==> config.mk <==
export PLATFORM = sky130hd
export DESIGN_NAME = minmax_decimator
export DESIGN_NICKNAME = d
export VERILOG_FILES = /design/src/rtl/dsp_pkg.sv /design/src/rtl/skid_fifo2.sv /design/src/rtl/minmax_decimator.sv
export SDC_FILE = /design/constraint.sdc
export NUM_CORES = 1
export LEC_CHECK = 0
export CORE_MARGIN = 1
export CORE_UTILIZATION = 50
export CTS_BUF_LIST = sky130_fd_sc_hd__clkbuf_2
export CTS_CLUSTER_DIAMETER = 100
export DETAILED_ROUTE_END_ITERATION = 7
export PLACE_DENSITY = 0.73
export SYNTH_ARGS = -nofsm -noshare
export SYNTH_HDL_FRONTEND = slang
export SYNTH_SLANG_ARGS = --single-unit
==> constraint.sdc <==
create_clock -name clk -period 3.55 [get_ports clk]
set_input_delay 1.065 -clock clk [delete_from_list [all_inputs] [get_ports clk]]
set_output_delay 1.065 -clock clk [all_outputs]
set_load 0.02 [all_outputs]
==> src/rtl/dsp_pkg.sv <==
// rtl/dsp_pkg.sv - shared DSP-stage state encodings, defaults and helpers
package dsp_pkg;

    typedef enum logic {
        ST_IDLE  = 1'b0,
        ST_ACCUM = 1'b1
    } state_t;

    localparam int DEF_MAX_LOG2 = 8;

    function automatic int clog2(input int value);
        int r;
        r = 0;
        for (int i = 0; i < 31; i++) begin
            if ((1 << i) < value) begin
                r = i + 1;
            end
        end
        return r;
    endfunction

endpackage

==> src/rtl/skid_fifo2.sv <==
// rtl/skid_fifo2.sv - 2-entry valid/ready FIFO with registered storage outputs
module skid_fifo2 #(
    parameter int W = 32
) (
    input  logic         clk,
    input  logic         rst_n,
    input  logic         push,
    input  logic [W-1:0] din,
    output logic         full,
    input  logic         pop,
    output logic [W-1:0] dout,
    output logic         empty
);

    logic [W-1:0] r_mem [0:1];
    logic         r_wptr;
    logic         r_rptr;
    logic [1:0]   r_cnt;
    logic         w_do_pop;
    logic         w_do_push;

    assign full      = (r_cnt == 2'd2);
    assign empty     = (r_cnt == 2'd0);
    assign w_do_pop  = pop && !empty;
    // A full FIFO still takes a push when the head leaves in the same cycle.
    assign w_do_push = push && (!full || w_do_pop);
    assign dout      = r_mem[r_rptr];

    always_ff @(posedge clk or negedge rst_n) begin
        if (!rst_n) begin
            r_mem[0] <= '0;
            r_mem[1] <= '0;
            r_wptr   <= 1'b0;
            r_rptr   <= 1'b0;
            r_cnt    <= 2'd0;
        end else begin
            if (w_do_push) begin
                r_mem[r_wptr] <= din;
                r_wptr        <= ~r_wptr;
            end
            if (w_do_pop) begin
                r_rptr <= ~r_rptr;
            end
            r_cnt <= r_cnt + 2'(w_do_push) - 2'(w_do_pop);
        end
    end

endmodule

==> src/rtl/minmax_decimator.sv <==
// rtl/minmax_decimator.sv - windowed min/max peak-detect decimator with skid FIFO output
// Optional window mean output enabled by MINMAX_DECIM_AVG_EN.
module minmax_decimator
    import dsp_pkg::*;
#(
    parameter int   PRECISION = 16,
    parameter int   MAX_LOG2  = DEF_MAX_LOG2,
    localparam int  LW        = clog2(MAX_LOG2 + 1)
) (
    input  logic                        clk,
    input  logic                        rst_n,
    input  logic                        en,
    input  logic [LW-1:0]               decim_log2,
    input  logic                        in_valid,
    input  logic signed [PRECISION-1:0] x,
    output logic                        out_valid,
    input  logic                        out_ready,
    output logic signed [PRECISION-1:0] y_min,
    output logic signed [PRECISION-1:0] y_max,
`ifdef MINMAX_DECIM_AVG_EN
    output logic signed [PRECISION-1:0] y_avg,
`endif
    output logic                        overrun,
    input  logic                        clear_overrun
);

    localparam int             CW    = MAX_LOG2 + 1;
    localparam logic [LW-1:0]  MAX_L = LW'(MAX_LOG2);
`ifdef MINMAX_DECIM_AVG_EN
    localparam int             SW    = PRECISION + MAX_LOG2;
    localparam int             FW    = 3 * PRECISION;
`else
    localparam int             FW    = 2 * PRECISION;
`endif

    state_t                        r_state;
    state_t                        w_state_nx;
    logic [CW-1:0]                 r_cnt;
    logic [LW-1:0]                 r_len;
    logic signed [PRECISION-1:0]   r_min;
    logic signed [PRECISION-1:0]   r_max;
    logic                          r_overrun;

    logic                          w_accept;
    logic                          w_first;
    logic [LW-1:0]                 w_len_in;
    logic [LW-1:0]                 w_len;
    logic [CW-1:0]                 w_cnt_nx;
    logic                          w_close;
    logic signed [PRECISION-1:0]   w_min_nx;
    logic signed [PRECISION-1:0]   w_max_nx;
    logic [FW-1:0]                 w_din;
    logic [FW-1:0]                 w_dout;
    logic                          w_full;
    logic                          w_empty;
    logic                          w_pop;
    logic                          w_drop;

    assign w_accept = en && in_valid;
    // cnt == 0 in ACCUM means the previous window just closed; the next sample opens a new one.
    assign w_first  = (r_state == ST_IDLE) || (r_cnt == '0);
    assign w_len_in = (decim_log2 > MAX_L) ? MAX_L : decim_log2;
    assign w_len    = w_first ? w_len_in : r_len;
    assign w_cnt_nx = w_first ? CW'(1) : r_cnt + CW'(1);
    assign w_close  = w_accept && (w_cnt_nx == (CW'(1) << w_len));
    assign w_min_nx = (w_first || (x < r_min)) ? x : r_min;
    assign w_max_nx = (w_first || (x > r_max)) ? x : r_max;

`ifdef MINMAX_DECIM_AVG_EN
    logic signed [SW-1:0]          r_sum;
    logic signed [SW-1:0]          w_x_ext;
    logic signed [SW-1:0]          w_sum_nx;
    logic signed [PRECISION-1:0]   w_avg;

    assign w_x_ext  = $signed({{MAX_LOG2{x[PRECISION-1]}}, x});
    assign w_sum_nx = w_first ? w_x_ext : r_sum + w_x_ext;
    assign w_avg    = PRECISION'(w_sum_nx >>> w_len);
    assign w_din    = {w_min_nx, w_max_nx, w_avg};

    always_ff @(posedge clk or negedge rst_n) begin
        if (!rst_n) begin
            r_sum <= '0;
        end else if (w_accept) begin
            r_sum <= w_sum_nx;
        end
    end
`else
    assign w_din    = {w_min_nx, w_max_nx};
`endif

    always_ff @(posedge clk or negedge rst_n) begin
        if (!rst_n) begin
            r_state <= ST_IDLE;
        end else begin
            r_state <= w_state_nx;
        end
    end

    always_comb begin
        w_state_nx = r_state;
        case (r_state)
            ST_IDLE:  if (w_accept) w_state_nx = ST_ACCUM;
            ST_ACCUM: if (!en)      w_state_nx = ST_IDLE;
            default:                w_state_nx = ST_IDLE;
        endcase
    end

    always_ff @(posedge clk or negedge rst_n) begin
        if (!rst_n) begin
            r_cnt <= '0;
            r_len <= '0;
            r_min <= '0;
            r_max <= '0;
        end else if (!en) begin
            r_cnt <= '0;
        end else if (in_valid) begin
            r_cnt <= w_close ? '0 : w_cnt_nx;
            r_min <= w_min_nx;
            r_max <= w_max_nx;
            if (w_first) begin
                r_len <= w_len_in;
            end
        end
    end

    assign w_pop  = !w_empty && out_ready;
    assign w_drop = w_close && w_full && !w_pop;

    always_ff @(posedge clk or negedge rst_n) begin
        if (!rst_n) begin
            r_overrun <= 1'b0;
        end else if (w_drop) begin
            r_overrun <= 1'b1;
        end else if (clear_overrun) begin
            r_overrun <= 1'b0;
        end
    end

    skid_fifo2 #(
        .W (FW)
    ) u_fifo (
        .clk   (clk),
        .rst_n (rst_n),
        .push  (w_close),
        .din   (w_din),
        .full  (w_full),
        .pop   (w_pop),
        .dout  (w_dout),
        .empty (w_empty)
    );

    assign out_valid = !w_empty;
    assign overrun   = r_overrun;
`ifdef MINMAX_DECIM_AVG_EN
    assign y_min     = w_dout[3*PRECISION-1:2*PRECISION];
    assign y_max     = w_dout[2*PRECISION-1:PRECISION];
    assign y_avg     = w_dout[PRECISION-1:0];
`else
    assign y_min     = w_dout[2*PRECISION-1:PRECISION];
    assign y_max     = w_dout[PRECISION-1:0];
`endif

endmodule

[Word level (Yosys, flattened, before mapping)]
Index checks and enable logic that the tools add are counted.
Cells by class
  add/sub/neg operators: 3
  magnitude comparators: 6
  equality and inequality tests: 3
  shift operators: 1
  muxes and demuxes: 19
  bitwise gates (word level): 5
  reduce and logical (&&, ||, !) cells: 19
Operators by type and width (count)
  $mux W32: 4
  $bwmux W64: 1
  $mux W9: 4
  $demux W32 S1: 1
  $mux W16: 2
  $gt A16 B16 Y1: 1
  $lt A16 B16 Y1: 1
  $add A9 B1 Y9 const B: 1
  $eq A9 B9 Y1: 1
  $logic_not A9 Y1: 1
  $shl A1 B4 Y9 const A: 1
  $logic_and A1 B1 Y1: 8
  $mux W4: 2
  $ge A2 B2 Y1 const B: 2
  $gt A4 B4 Y1 const B: 1
  $logic_or A1 B1 Y1: 4
  $mux W1: 4
  $not A1 Y2: 2
  $logic_not A1 Y1: 3
  $not A1 Y1: 3
  $add A2 B1 Y2: 1
  $eq A2 B2 Y1 const B: 1
  $logic_not A2 Y1: 1
  $lt A2 B1 Y1 const B: 1
  5 further kinds: 5
Storage, ports and cells
  bits in registers: 115
  input port bits: 26
  output and inout bits: 34
  word-level logic and storage cells: 67

[Depth between registers and ports, before layout]
  depth in word-level cells: 9
  depth in mapped cells: 13
  depth with buffers taken out: 12

[By module]
Synthesis repeated with hierarchy kept, for this count alone.
Unflattened totals
  cells, all modules: 572
  area total of the unflattened synthesis: 6895.4 µm²
Modules (own cells, without submodules)
  minmax_decimator: times used 1, cells an instance 377, area each 3664.8 µm², sequential area each 1176.1 µm²
  skid_fifo2: times used 1, cells an instance 195, area each 3230.6 µm², sequential area each 1701.6 µm²

[Least setup slack after synthesis]
No wires, ideal clock.
  path kind: input to register
  from: input port x[9]
  to: register r_min[10]
  setup time: 0.125 ns
  arrival time: 3.596 ns
  data required time: 3.425 ns
  setup slack: -0.171 ns
  cell stages on the path: 11
  path buffers: 2
  cell sequence: ha_1 a21o_1 a21o_1 a21oi_1 o2111ai_1 a21oi_1 nor3_1 nand2b_1 clkbuf_1 buf_1 mux2_2
On the way
  word-level cells in the longest chain between the ends: 3
RTL lines
  start: declaration: RTL line minmax_decimator.sv:15  | input logic signed [PRECISION-1:0] x,
  $lt A16 B16 Y1: RTL line minmax_decimator.sv:66  | assign w_min_nx = (w_first || (x < r_min)) ? x : r_min;
  $logic_or A1 B1 Y1: RTL line minmax_decimator.sv:66
  $mux W16: RTL line minmax_decimator.sv:66
  end signal: assignment: RTL line minmax_decimator.sv:118  | r_min <= w_min_nx;
  end: declaration: RTL line minmax_decimator.sv:40  | logic signed [PRECISION-1:0] r_min;
Every way passes these cells.
A chain may end at the register's enable or synchronous reset.

[Worst setup path in the final report]
  from: register r_cnt[0]
  to: register u_fifo.r_mem[4] (netlist bit)
On the way
  word-level cells in the longest chain between the ends: 7
  elaborated cells on any way between the ends: 12
  those cells by class: add/sub (1); eq/ne (1); shift (1); mux (4); reduce/logical (5)
RTL lines
  start: declaration: RTL line minmax_decimator.sv:38  | logic [CW-1:0] r_cnt;
  start signal: assignment: RTL line minmax_decimator.sv:117  | r_cnt <= w_close ? '0 : w_cnt_nx;
  parallel branches: the longest is 7 deep, another holds $add A9 B1 Y9
  end signal: indexed assignment: RTL line skid_fifo2.sv:38  | r_mem[r_wptr] <= din;
  end: declaration: RTL line skid_fifo2.sv:15  | logic [W-1:0] r_mem [0:1];
Several ways; the timed one is not identified.

==> metrics.cfg <==
[place]
port_buffers=59
hpwl_um=11300
gp_congestion=0.867

[yosys]
syn_inst=589
synthFlopType=dfrtp_1
async_flop_share=1.00
synth_edf_count=0
ys_seq_area_frac=0.422
synth_area_per_cell_um2=11.6
ys_ff_latch=115
ys_types=56
yosys_warnings=0
synth_nets=650
synthesis.area_mm2=0.00682

[critical_path]
reg2reg_from=r_cnt[0]
end_kind=flip-flop
worst_r2r_endpoint=u_fifo.r_mem[4]
cp.required_ns=4.14
critPathMaxFanout=8
cp-start-kind=flip-flop
critical_path_class=flip-flop to flip-flop
ff2ff_path_depth=11
worstPathArrival_ns=4.12
rrSetupSlack_ns=0.02

[cts]
clkSlewWorstSetupHoldPaths_ns=0.18
clock_sinks=115
hold_buffers=0
cts_max_path_buffers=2
insertion_delay_ns=0.71
cts_tree=built
numCtsBuffers=17
htreeDepth=4
clock-root-buffer=clkbuf_2

[sta]
finalClockSkew_ns=0.0351
worst_hold_slack_ns=0.273
fmax_ghz=0.283
slew_headroom=0.552
period_minus_slack_ns=3.53
setup_viol=0
finalCritPeriodShare=0.996
slew_violations=0
hold_viol=0
rsz0062_at_grt=yes
worst_slew_pin_slew_ns=0.671

[final_layout]
final_core_util=0.641
layout.cells.most_common=dfrtp_1
final_nets=767
fillers=1020
final_cell_mix=dfrtp_1, mux2_2, mux2_4
drive_gt1_frac=0.366
num_antenna_cells=0
area_delta_synth_final_pct=24.8

[pwr]
power_frac_seq=0.385
p_leak_uw=0.00417
p_sw_frac=0.318
p_switching_uw=1530
pwr-share-clk=0.213
design_power_total_uw=4820
p_comb_frac=0.402
internal_power_uw=3290
ir_drop_mv=0.343
p_per_area_mw_per_mm2=566

[global_route]
antenna_found_initial=0
grt_max_degree=55
track_usage=0.236
grt_pass1_vias=5160
grt_pass1_wl_um=25800
grt_overflow=0

[floorplan]
core_area_mm2=0.0133
row_count=42
initial_utilization=0.513
dieWidth_um=119
die-area_mm2=0.0141
io_pins=60
die_h_um=119

[detailed_routing]
ant_nets=0
top_layer_used=met4
drt-vias-per-instance=5.51
met1_length_um=7370
drtPass1Iterations=5
drtIter0Drc=191
wl_met3_um=577
wl_per_cell_um=17.9
drc=0
wl_um=16000
vias=4929
wl_met2_um=7800

[worst_hold_path]
min_path_type=input pin to asynchronous set/reset pin

[flow_run]
cap_violations=0

[status]
outcome=completed

worst max-delay path by stage:
stage / slack (ns) / depth (start not counted) / to / start
after floorplan: 0.04 / 12 / u_fifo.r_mem[10] / r_cnt[0]
after global routing: -0.08 / 12 / u_fifo.r_mem[4] / r_cnt[1]
after detailed placement: -0.35 / 9 / u_fifo.r_mem[42] / decim_log2[0]
final: 0.02 / 11 / u_fifo.r_mem[4] / r_cnt[0]
after CTS: -0.007 / 11 / u_fifo.r_mem[16] / r_cnt[0]
after global placement: -0.32 / 9 / u_fifo.r_mem[42] / decim_log2[0]
cell type report:
type,count,area [um^2],area share
timing repair buffer,128,1290,0.151
sequential,115,2880,0.338
inverter,41,154,0.0181
multi-input combinational,403,3690,0.433
clock inverter,13,189,0.0222
tap,176,220,0.0259
clock buffer,19,95.1,0.0112
stage by stage:
step	TNS, ns	instance area, um^2	setup slack (ns)	instances
floorplan	0	6830	0.0387	589
global placement	-22.13	8010	-0.315	856
detailed placement	-24.83	8010	-0.348	856
CTS	-0.00888	8310	-0.00679	888
global route	-2.31	8520	-0.0757	895
finish	0	8520	0.0154	895
worst max-delay path: stages (launching register included):
cell and delay [ns]:
dfrtp_1 0.43, inv_2 0.09, ha_4 0.11, or4b_4 0.47, o21ai_4 0.25, mux2_4 0.34
a211o_1 0.29, a221oi_2 0.31, nand3_2 0.14, or3b_4 0.49, clkbuf_16 0.21, mux2_4 0.30
flip-flops by register name, summed over array words and instances (netlist names):
register       flops
r_cnt              9
u_fifo.r_wptr      1
r_max             16
r_len              4
r_state            1
u_fifo.r_mem      64
u_fifo.r_rptr      1
r_min             16
u_fifo.r_cnt       2
overrun            1
power groups by stage:
stage                     Combinational (uW)  Clock [uW]  Sequential [uW]
after floorplan                         1250           0             1800
after global placement                  1860           0             1850
after detailed placement                1910           0             1870
after CTS                               1920        1050             1850
after global routing                    2100        1120             1900
final                                   1940        1030             1860
kinds of logic after synthesis:
| group | synth area share |
|---|---|
| muxes | 0.280 |
| and+or+nand+nor | 0.0928 |
| AOI/OAI and AO/OA | 0.0842 |
| adders and majority gates | 0.0642 |
| DFF | 0.422 |
| xor gates and xnor gates | 0.00770 |
| buffers and inverters | 0.0497 |
repair_timing:
action                     CTS  global route
gates resized for setup      4            17
gates cloned                 0             5
pin swaps                    3             9
setup buffers                0             2
setup endpoints to repair   64            83
metal layers:
metal | up-vias | track usage
met3 | 23 | 0.0502
met5 | - | 0
met2 | 107 | 0.385
met4 | 0 | 0.0981
li1 | 2349 | -
met1 | 2450 | 0.305
cells in the mapped netlist, drive strengths merged, types with 5 or more instances:
cell type  number  area share
o21ai          36       0.029
ha             35       0.064
nor3           12      0.0088
nand4          10      0.0092
o21a            7      0.0077
nand3           9      0.0073
a21oi           9      0.0066
a21o            7      0.0077
clkbuf         15      0.0083
dfrtp         115        0.42
a211oi          5      0.0055
mux2          147        0.28
nand2          48       0.026
buf            15       0.019
nor2           13      0.0072
nor2b           7      0.0064
inv            41       0.023
(Power assumes the default switching activity.)
